===== config.mk =====
export PLATFORM = sky130hd
export DESIGN_NAME = sha_msg_sched
export DESIGN_NICKNAME = d
export VERILOG_FILES = /design/src/rtl/sha_pkg.sv /design/src/rtl/sha_sched_next.sv /design/src/rtl/sha_msg_sched.sv
export SDC_FILE = /design/constraint.sdc
export NUM_CORES = 1
export LEC_CHECK = 0
export CAP_MARGIN = 20
export CORE_MARGIN = 2
export CORE_UTILIZATION = 40
export DETAILED_ROUTE_END_ITERATION = 7
export PLACE_DENSITY = 0.8
export SLEW_MARGIN = 0
export SYNTH_ARGS = -nofsm -noshare
export SYNTH_HDL_FRONTEND = slang
export SYNTH_HIERARCHICAL = 1
export SYNTH_SLANG_ARGS = --single-unit

===== constraint.sdc =====
create_clock -name clk -period 1.4 [get_ports clk]
set_input_delay 0.28 -clock clk [delete_from_list [all_inputs] [get_ports clk]]
set_output_delay 0.28 -clock clk [all_outputs]
set_load 0.03 [all_outputs]

===== src/rtl/sha_pkg.sv =====
// ============================================================================
//  Module   : sha_pkg
//  Brief    : Shared types, round constants and bit functions for the SHA-1 /
//             SHA-256 message scheduler.
//  Revision : 1.0 - initial release
// ============================================================================
`default_nettype none

package sha_pkg;

   typedef enum logic [0:0] {
      MODE_SHA1   = 1'b0,
      MODE_SHA256 = 1'b1
   } sha_mode_e;

   typedef enum logic [0:0] {
      ST_IDLE = 1'b0,
      ST_RUN  = 1'b1
   } sched_state_e;

   localparam int SHA1_ROUNDS   = 80;
   localparam int SHA256_ROUNDS = 64;
   localparam int WIN_WORDS     = 16;

   function automatic logic [31:0] rotr(input logic [31:0] x, input int n);
      return (x >> n) | (x << (32 - n));
   endfunction

   function automatic logic [31:0] shr(input logic [31:0] x, input int n);
      return x >> n;
   endfunction

   function automatic logic [31:0] s0(input logic [31:0] x);
      return rotr(x, 7) ^ rotr(x, 18) ^ shr(x, 3);
   endfunction

   function automatic logic [31:0] s1(input logic [31:0] x);
      return rotr(x, 17) ^ rotr(x, 19) ^ shr(x, 10);
   endfunction

   function automatic logic [31:0] rotl1(input logic [31:0] x);
      return {x[30:0], x[31]};
   endfunction

endpackage

`default_nettype wire


===== src/rtl/sha_sched_next.sv =====
// ============================================================================
//  Module   : sha_sched_next
//  Brief    : Combinational next-word generator for the 16-word schedule
//             window. SHA-256 branch present only with SHA_MSG_SCHED_SHA256_EN.
//  Revision : 1.0 - initial release
// ============================================================================
`default_nettype none

module sha_sched_next
   import sha_pkg::*;
#(
   parameter int N = 32
) (
   input  logic [WIN_WORDS-1:0][N-1:0] win,
   input  sha_mode_e                   mode_q,
   output logic [N-1:0]                next_word
);

   logic [N-1:0] w_sha1;

   assign w_sha1 = rotl1(win[13] ^ win[8] ^ win[2] ^ win[0]);

`ifdef SHA_MSG_SCHED_SHA256_EN
   logic [N-1:0] w_sha256;
   logic         w_unused;

   assign w_sha256  = s1(win[14]) + win[9] + s0(win[1]) + win[0];
   assign next_word = (mode_q == MODE_SHA256) ? w_sha256 : w_sha1;
   // Window slots that neither recurrence taps.
   assign w_unused  = ^{win[15], win[12], win[11], win[10], win[7],
                        win[6], win[5], win[4], win[3]};
`else
   logic w_unused;

   assign next_word = w_sha1;
   assign w_unused  = ^{mode_q, win[15], win[14], win[12], win[11], win[10],
                        win[9], win[7], win[6], win[5], win[4], win[3], win[1]};
`endif

endmodule

`default_nettype wire


===== src/rtl/sha_msg_sched.sv =====
// ============================================================================
//  Module   : sha_msg_sched
//  Brief    : SHA-1 / SHA-256 message schedule generator with valid/ready
//             streaming of Wt. Macro SHA_MSG_SCHED_SHA256_EN enables SHA-256.
//  Revision : 1.0 - initial release
// ============================================================================
`default_nettype none

module sha_msg_sched
   import sha_pkg::*;
#(
   parameter int N     = 32,
   parameter int RND_W = 7
) (
   input  logic              clk,
   input  logic              rst_n,
   input  logic              clr,
   input  logic              mode,
   input  logic              din_valid,
   output logic              din_ready,
   input  logic [16*N-1:0]   din,
   output logic              w_valid,
   input  logic              w_ready,
   output logic [N-1:0]      w,
   output logic [RND_W-1:0]  w_t,
   output logic              w_last
);

   if (N != 32) begin : g_bad_n
      $error("sha_msg_sched: only N = 32 is supported");
   end
   if (RND_W < 7) begin : g_bad_rnd_w
      $error("sha_msg_sched: RND_W must be at least 7");
   end

   localparam logic [RND_W-1:0] c_last_sha1 = RND_W'(SHA1_ROUNDS - 1);

   sched_state_e                r_state;
   sched_state_e                w_state_nxt;
   logic [RND_W-1:0]            r_t;
   logic [WIN_WORDS-1:0][N-1:0] r_win;
   sha_mode_e                   w_mode_q;
   logic [RND_W-1:0]            w_last_idx;
   logic [N-1:0]                w_next_word;
   logic                        w_accept;
   logic                        w_fire;
   logic                        w_at_last;

`ifdef SHA_MSG_SCHED_SHA256_EN
   localparam logic [RND_W-1:0] c_last_sha256 = RND_W'(SHA256_ROUNDS - 1);

   sha_mode_e r_mode;

   always_ff @(posedge clk or negedge rst_n) begin
      if (!rst_n) begin
         r_mode <= MODE_SHA1;
      end else if (clr) begin
         r_mode <= r_mode;
      end else if (w_accept) begin
         r_mode <= sha_mode_e'(mode);
      end
   end

   assign w_mode_q   = r_mode;
   assign w_last_idx = (r_mode == MODE_SHA256) ? c_last_sha256 : c_last_sha1;
`else
   logic w_unused_mode;

   assign w_mode_q      = MODE_SHA1;
   assign w_last_idx    = c_last_sha1;
   assign w_unused_mode = mode;
`endif

   assign w_at_last = (r_t == w_last_idx);
   // clr outranks both handshakes.
   assign w_accept  = (r_state == ST_IDLE) && din_valid && !clr;
   assign w_fire    = (r_state == ST_RUN) && w_ready && !clr;

   sha_sched_next #(
      .N         (N)
   ) u_next (
      .win       (r_win),
      .mode_q    (w_mode_q),
      .next_word (w_next_word)
   );

   always_ff @(posedge clk or negedge rst_n) begin
      if (!rst_n) begin
         r_state <= ST_IDLE;
      end else begin
         r_state <= w_state_nxt;
      end
   end

   always_comb begin
      w_state_nxt = r_state;
      if (clr) begin
         w_state_nxt = ST_IDLE;
      end else begin
         case (r_state)
            ST_IDLE: if (din_valid)           w_state_nxt = ST_RUN;
            ST_RUN:  if (w_ready && w_at_last) w_state_nxt = ST_IDLE;
            default:                          w_state_nxt = ST_IDLE;
         endcase
      end
   end

   always_comb begin
      din_ready = 1'b0;
      w_valid   = 1'b0;
      w         = '0;
      w_t       = '0;
      w_last    = 1'b0;
      case (r_state)
         ST_IDLE: din_ready = 1'b1;
         ST_RUN: begin
            w_valid = 1'b1;
            w       = r_win[0];
            w_t     = r_t;
            w_last  = w_at_last;
         end
         default: din_ready = 1'b1;
      endcase
   end

   // Window index 0 holds Wt; W0 arrives in the top word of din.
   always_ff @(posedge clk or negedge rst_n) begin
      if (!rst_n) begin
         r_t   <= '0;
         r_win <= '0;
      end else if (clr) begin
         r_t   <= '0;
         r_win <= '0;
      end else if (w_accept) begin
         r_t <= '0;
         for (int i = 0; i < WIN_WORDS; i++) begin
            r_win[i] <= din[N*(WIN_WORDS-1-i) +: N];
         end
      end else if (w_fire) begin
         r_t <= w_at_last ? '0 : r_t + 1'b1;
         for (int i = 0; i < WIN_WORDS - 1; i++) begin
            r_win[i] <= r_win[i+1];
         end
         r_win[WIN_WORDS-1] <= w_next_word;
      end
   end

endmodule

`default_nettype wire


==> impl_metrics.yaml <==
floorplan:
  rows: 93
  die-area_um2: 66400
  coreArea_um2: 64100
  start_util_pct: 40.2
  die_w_um: 258
  dieHeight_um: 258
  io_pins: 560
grt:
  grt_overflow: 0
  grt_usage_pct: 30.4
  antenna_found_initial: 25
  grt_pass1_wl_um: 151000
  first_global_vias: 22500
  grt_start_max_net_pins: 67
sta:
  tightest_slew_ps: 841
  timing.final.crit_share_pct: 153
  finClkSkew_ps: 36.9
  relSlewSlack_pct: 43.7
  fin_crit_ps: 2140
  slew_viol_final: 0
  hold_viol_final: 0
  rsz0062_at_grt: "yes"
  finalSetupViolations: 562
  fmaxAchievable_mhz: 467
  layout_setup_ws_ps: -743
pwr:
  p_total_mw: 40.5
  power.internal_mw: 29.8
  p_seq_share_pct: 39.6
  leakage_nw: 16.0
  peakVddDrop_mv: 1.10
  power_switching_share_pct: 26.4
  comb_power_share_pct: 19.2
  p_clk_share_pct: 41.3
  powerDensity_nw_per_um2: 1010
  p_sw_mw: 10.7
clock_tree:
  cts_tree: "built"
  cts_root_buf: "clkbuf_16"
  clkLatencyLatePin_ps: 640
  cts_max_level: 2
  clkTransAtPathRegs_ps: 70
  cts_num_sinks: 520
  cts_buffer_depth: 3
  cts_made_buffers: 58
yosys:
  syn_nets: 2417
  synth_area_um2: 25800
  avgSynthCellArea_um2: 13.6
  synth_cells: 1898
  yosys_warnings: 6
drt:
  route.detailed.drc: 0
  postRouteAntennaNets: 0
  drt_iter0_drc: 2113
  viasPerCell: 5.82
  wire_per_inst_um: 28.9
  vias: 21100
  firstDrtPassIters: 5
  routed_wl_um: 105000
finish:
  final_cells: 3633
  nets: 3227
  drive_above_1_share_pct: 25.8
  syn_to_final_growth_pct: 55.1
  final_area_um2: 39900
critical_path:
  path_max_fanout: 19
  critical_path_arrival_ps: 2690
  end_kind: "flop"
  path_class: "reg2reg"
  worstSetupStartpointType: "flop"
  cp.required_ps: 1940
place:
  placed_cell_area_um2: 33000
  io_buffers: 558
  dp_hpwl_um: 67700
  dp_cells: 3349
  gp_congestion: 0.933
outcome:
  status: "finished with violations"
  failed_checks: "setup timing"
hold_path:
  holdCritPathClass: "in2async"
flow_run:
  cap_violations: 0
[power groups by stage]
stage               logic (mW)  registers (mW)  clock network (mW)
CTS                       7.40            16.0                16.8
finish                    7.77            16.0                16.7
global route              8.11            16.1                17.5
global placement          5.52            16.2                   0
floorplan                 2.72            16.1                   0
detailed placement        5.63            16.2                   0
[worst max-delay path: stages, from the launching register on]
cell,delay [ps]
dfrtp_2,440
buf_6,150
buf_6,120
and2_4,140
nor3b_4,210
buf_12,160
buf_12,100
buf_16,120
buf_16,140
buf_12,130
buf_16,150
o2bb2ai_1,170
[placed cells by master, fill, tap and decap left out, types with 2 or more instances in the layout]
master and count:
nor3b_4 2, buf_16 66, clkinv_4 2, and2_4 38, o31ai_1 2, clkinv_2 8
xnor2_1 64, o2bb2ai_4 5, clkdlybuf4s50_1 515, o21ai_0 2, buf_6 59, and3_4 2
clkbuf_1 7, bufinv_16 8, nand2_1 2, o2bb2ai_1 437, clkbuf_16 66, diode_2 22
inv_6 6, mux2i_1 439, buf_8 22, clkbuf_8 16, bufbuf_16 7, mux2i_2 37
buf_12 95, a311oi_1 2, a21oi_1 3, xor2_1 32, inv_1 2, mux2i_4 36
dfrtp_1 519, buf_4 154, nand3_1 3, o2bb2ai_2 70, clkinvlp_4 3
[stage by stage]
stage          TNS [ps]  utilization, %  hold WS (ps)  setup slack, ps
6_report        -340350            62.3           122             -743
5_1_grt         -370770            62.3           110             -800
4_1_cts         -335630            61.0          97.1             -725
3_5_place_dp    -344340            51.4           176             -871
3_3_place_gp    -340780            51.4           175             -869
2_1_floorplan   -121470               -         -15.6             -245
[sequential cells by signal, indices dropped and copies added, names as in the netlist]
name     count
r_win      512
r_t          7
r_state      1
[layout make-up]
class,instances,area (µm²)
Antenna cell,22,55.1
Clock buffer,81,1700
Clock inverter,27,382
Fill cell,4465,24200
Inverter,3,15.0
Multi-Input combinational cell,1198,12200
Sequential cell,520,13000
Tap cell,855,1070
Timing Repair Buffer,927,11500
[layer usage]
metal | part of all wire, % | GRT usage [%] | vias up
met2 | 48 | 50.0 | 1107
met4 | 6.1 | 16.2 | 12
met1 | 38 | 37.5 | 10700
met3 | 7.0 | 6.48 | 339
li1 | - | - | 8961
met5 | 0.070 | 0 | -
[final timing paths]
path / slack, ps / to / depth (start not counted) / from
max: -740 / r_win[99] / 11 / r_state
min: 120 / r_win[417] / 2 / rst_n
max reg2reg: -740 / r_win[99] / 11 / r_state
min reg2reg: 490 / r_win[42] / 1 / r_win[42]
max in group asynchronous: 540 / r_win[280] / 4 / rst_n
min in group clk: 270 / r_win[167] / 3 / din[327]
[repair_timing]
item / CTS / global route
cloned: 62 / 9
setup endpoints to repair: 559 / 562
pin swaps: 12 / 10
endpoints found under the hold margin: 323 / 0
resized for setup: 332 / 119
buffers inserted: 71 / 21
hold buffers: 1 / 0
No activity file was read; power rests on OpenSTA's default activity.
==> variant: new RTL, config.mk and constraints unchanged <==
Set the package constant `WIN_WORDS` to 32 (it was 16).
--- a/src/rtl/sha_pkg.sv
+++ b/src/rtl/sha_pkg.sv
@@ -20,7 +20,7 @@
 
    localparam int SHA1_ROUNDS   = 80;
    localparam int SHA256_ROUNDS = 64;
-   localparam int WIN_WORDS     = 16;
+   localparam int WIN_WORDS     = 32;
 
    function automatic logic [31:0] rotr(input logic [31:0] x, input int n);
       return (x >> n) | (x << (32 - n));
Function: not settled (the Yosys comparison gave no result); the edit may change what the design does.
==> variant against the unedited design <==
The flow still finishes with violations (negative setup slack); sequential power is 92% higher; synthesized area is 67% higher; first-iteration DRC count is 55% higher; wire length is 37% higher; sequential cell count is 512 higher; total power is 67% higher; design area is 50% higher; worst setup slack better by 0.072 ns; combinational power is 2.8% higher; critical endpoint is now r_win[950].
==> variant: results (changes against the unedited design) <==
share of layout cells above drive strength 1 17.21% (was 25.76%); Critical Path AT 2.62 ns (was 2.69 ns); TritonCTS Buffers 106 (was 58); GP Congestion 0.9249 (was 0.9328); Largest regs r_win x1024, r_t x7, r_state x1 (was r_win x512, r_t x7, r_state x1); status complete, but fails checks (unchanged); first-pass GRT wire length 212.6 mm (was 150.8 mm); Clk Latency, worst-skew pair 0.69 ns (was 0.64 ns); Post-CTS Resized 198 (was 332); HPWL after DPL 97.79 mm (was 67.73 mm); count of final setup violators 1073 (was 562); All-Layer GR Usage 25.31% (was 30.36%); Leakage 0.02622 uW (was 0.01603 uW); Layout Skew 0.03523 ns (was 0.03693 ns); # fillers 8449 (was 4465); Synth Net Count 4069 (was 2417); DRT Pass-1 Iters 6 (was 5); DRT Wirelength 143.9 mm (was 105.0 mm); drt initial violations 3265 (was 2113); Final #Nets 4905 (was 3227); fin worst setup slack -0.6713 ns (was -0.7431 ns); initial antenna violation count 38 (was 25); met1 Track Usage GR 35.83% (was 37.48%); Post-CTS Setup Inserts 72 (was 71); Placement Cell Area 0.05256 mm^2 (was 0.03296 mm^2); Peak supply drop 1.093 mV (was 1.104 mV); grt met2 use 38.49% (was 49.96%); failing checks negative setup slack (unchanged); DR vias 33.20k (was 21.14k); grt met3 use 4.950% (was 6.478%); Clock H-tree levels 3 (was 2); largest net degree at the start of global routing 76 (was 67); crit path max fanout 7 (was 19)
-- variant: area by class of cell --
class	instances	area, um^2	area share, %
Sequential cell	1032	25830	43.12
Multi-Input combinational cell	2225	16030	26.77
Timing Repair Buffer	1018	12600	21.04
Clock buffer	152	3107	5.187
Tap cell	1403	1755	2.931
Clock inverter	39	499.2	0.8335
Antenna cell	25	62.56	0.1044
Inverter	3	13.76	0.02298
-- variant: per-stage QoR --
step | hold WS [ns] | TNS [ns] | cells | worst slack, ns
floorplan | -0.01559 | -282.59 | 3550 | -0.3401
global placement | 0.1780 | -819.25 | 5531 | -0.9467
detailed placement | 0.1780 | -828.87 | 5531 | -0.9596
CTS | 0.1047 | -570.32 | 5841 | -0.6659
global route | 0.1239 | -649.40 | 5894 | -0.7291
finish | 0.1049 | -592.65 | 5897 | -0.6713
-- variant: worst register-to-register path, delay by kind of cell, from the launching register on --
kind	cells	cell delay, ns
buffers and inverters	6	0.87
AND/OR/NAND/NOR	2	0.34
AO/OA/AOI/OAI	1	0.09
flip-flops	1	0.44
multiplexers	1	0.23
-- variant: path summary, 6_finish.rpt --
path | startpoint | to | slack, ns | cells past startpoint
worst max-delay path | r_state | r_win[950] | -0.67 | 10
worst min-delay path | rst_n | r_win[596] | 0.10 | 2
worst max register to register | r_state | r_win[950] | -0.67 | 10
worst min register to register | r_win[203] | r_win[171] | 0.48 | 1
max in group asynchronous | rst_n | r_win[743] | 0.47 | 4
min in group clk | din[223] | r_win[831] | 0.22 | 3
-- variant: routing by layer --
layer	wire (um)	vias to the layer above
li1	-	14450
met1	60840	16960
met2	66170	1472
met3	11290	295
met4	5479	28
met5	177	-
-- variant: power breakdown --
part           switching (uW)  internal [uW]  total, uW
Combinational            3850           4140       7990
Clock                   12200          16900      29100
Sequential                447          30300      30700
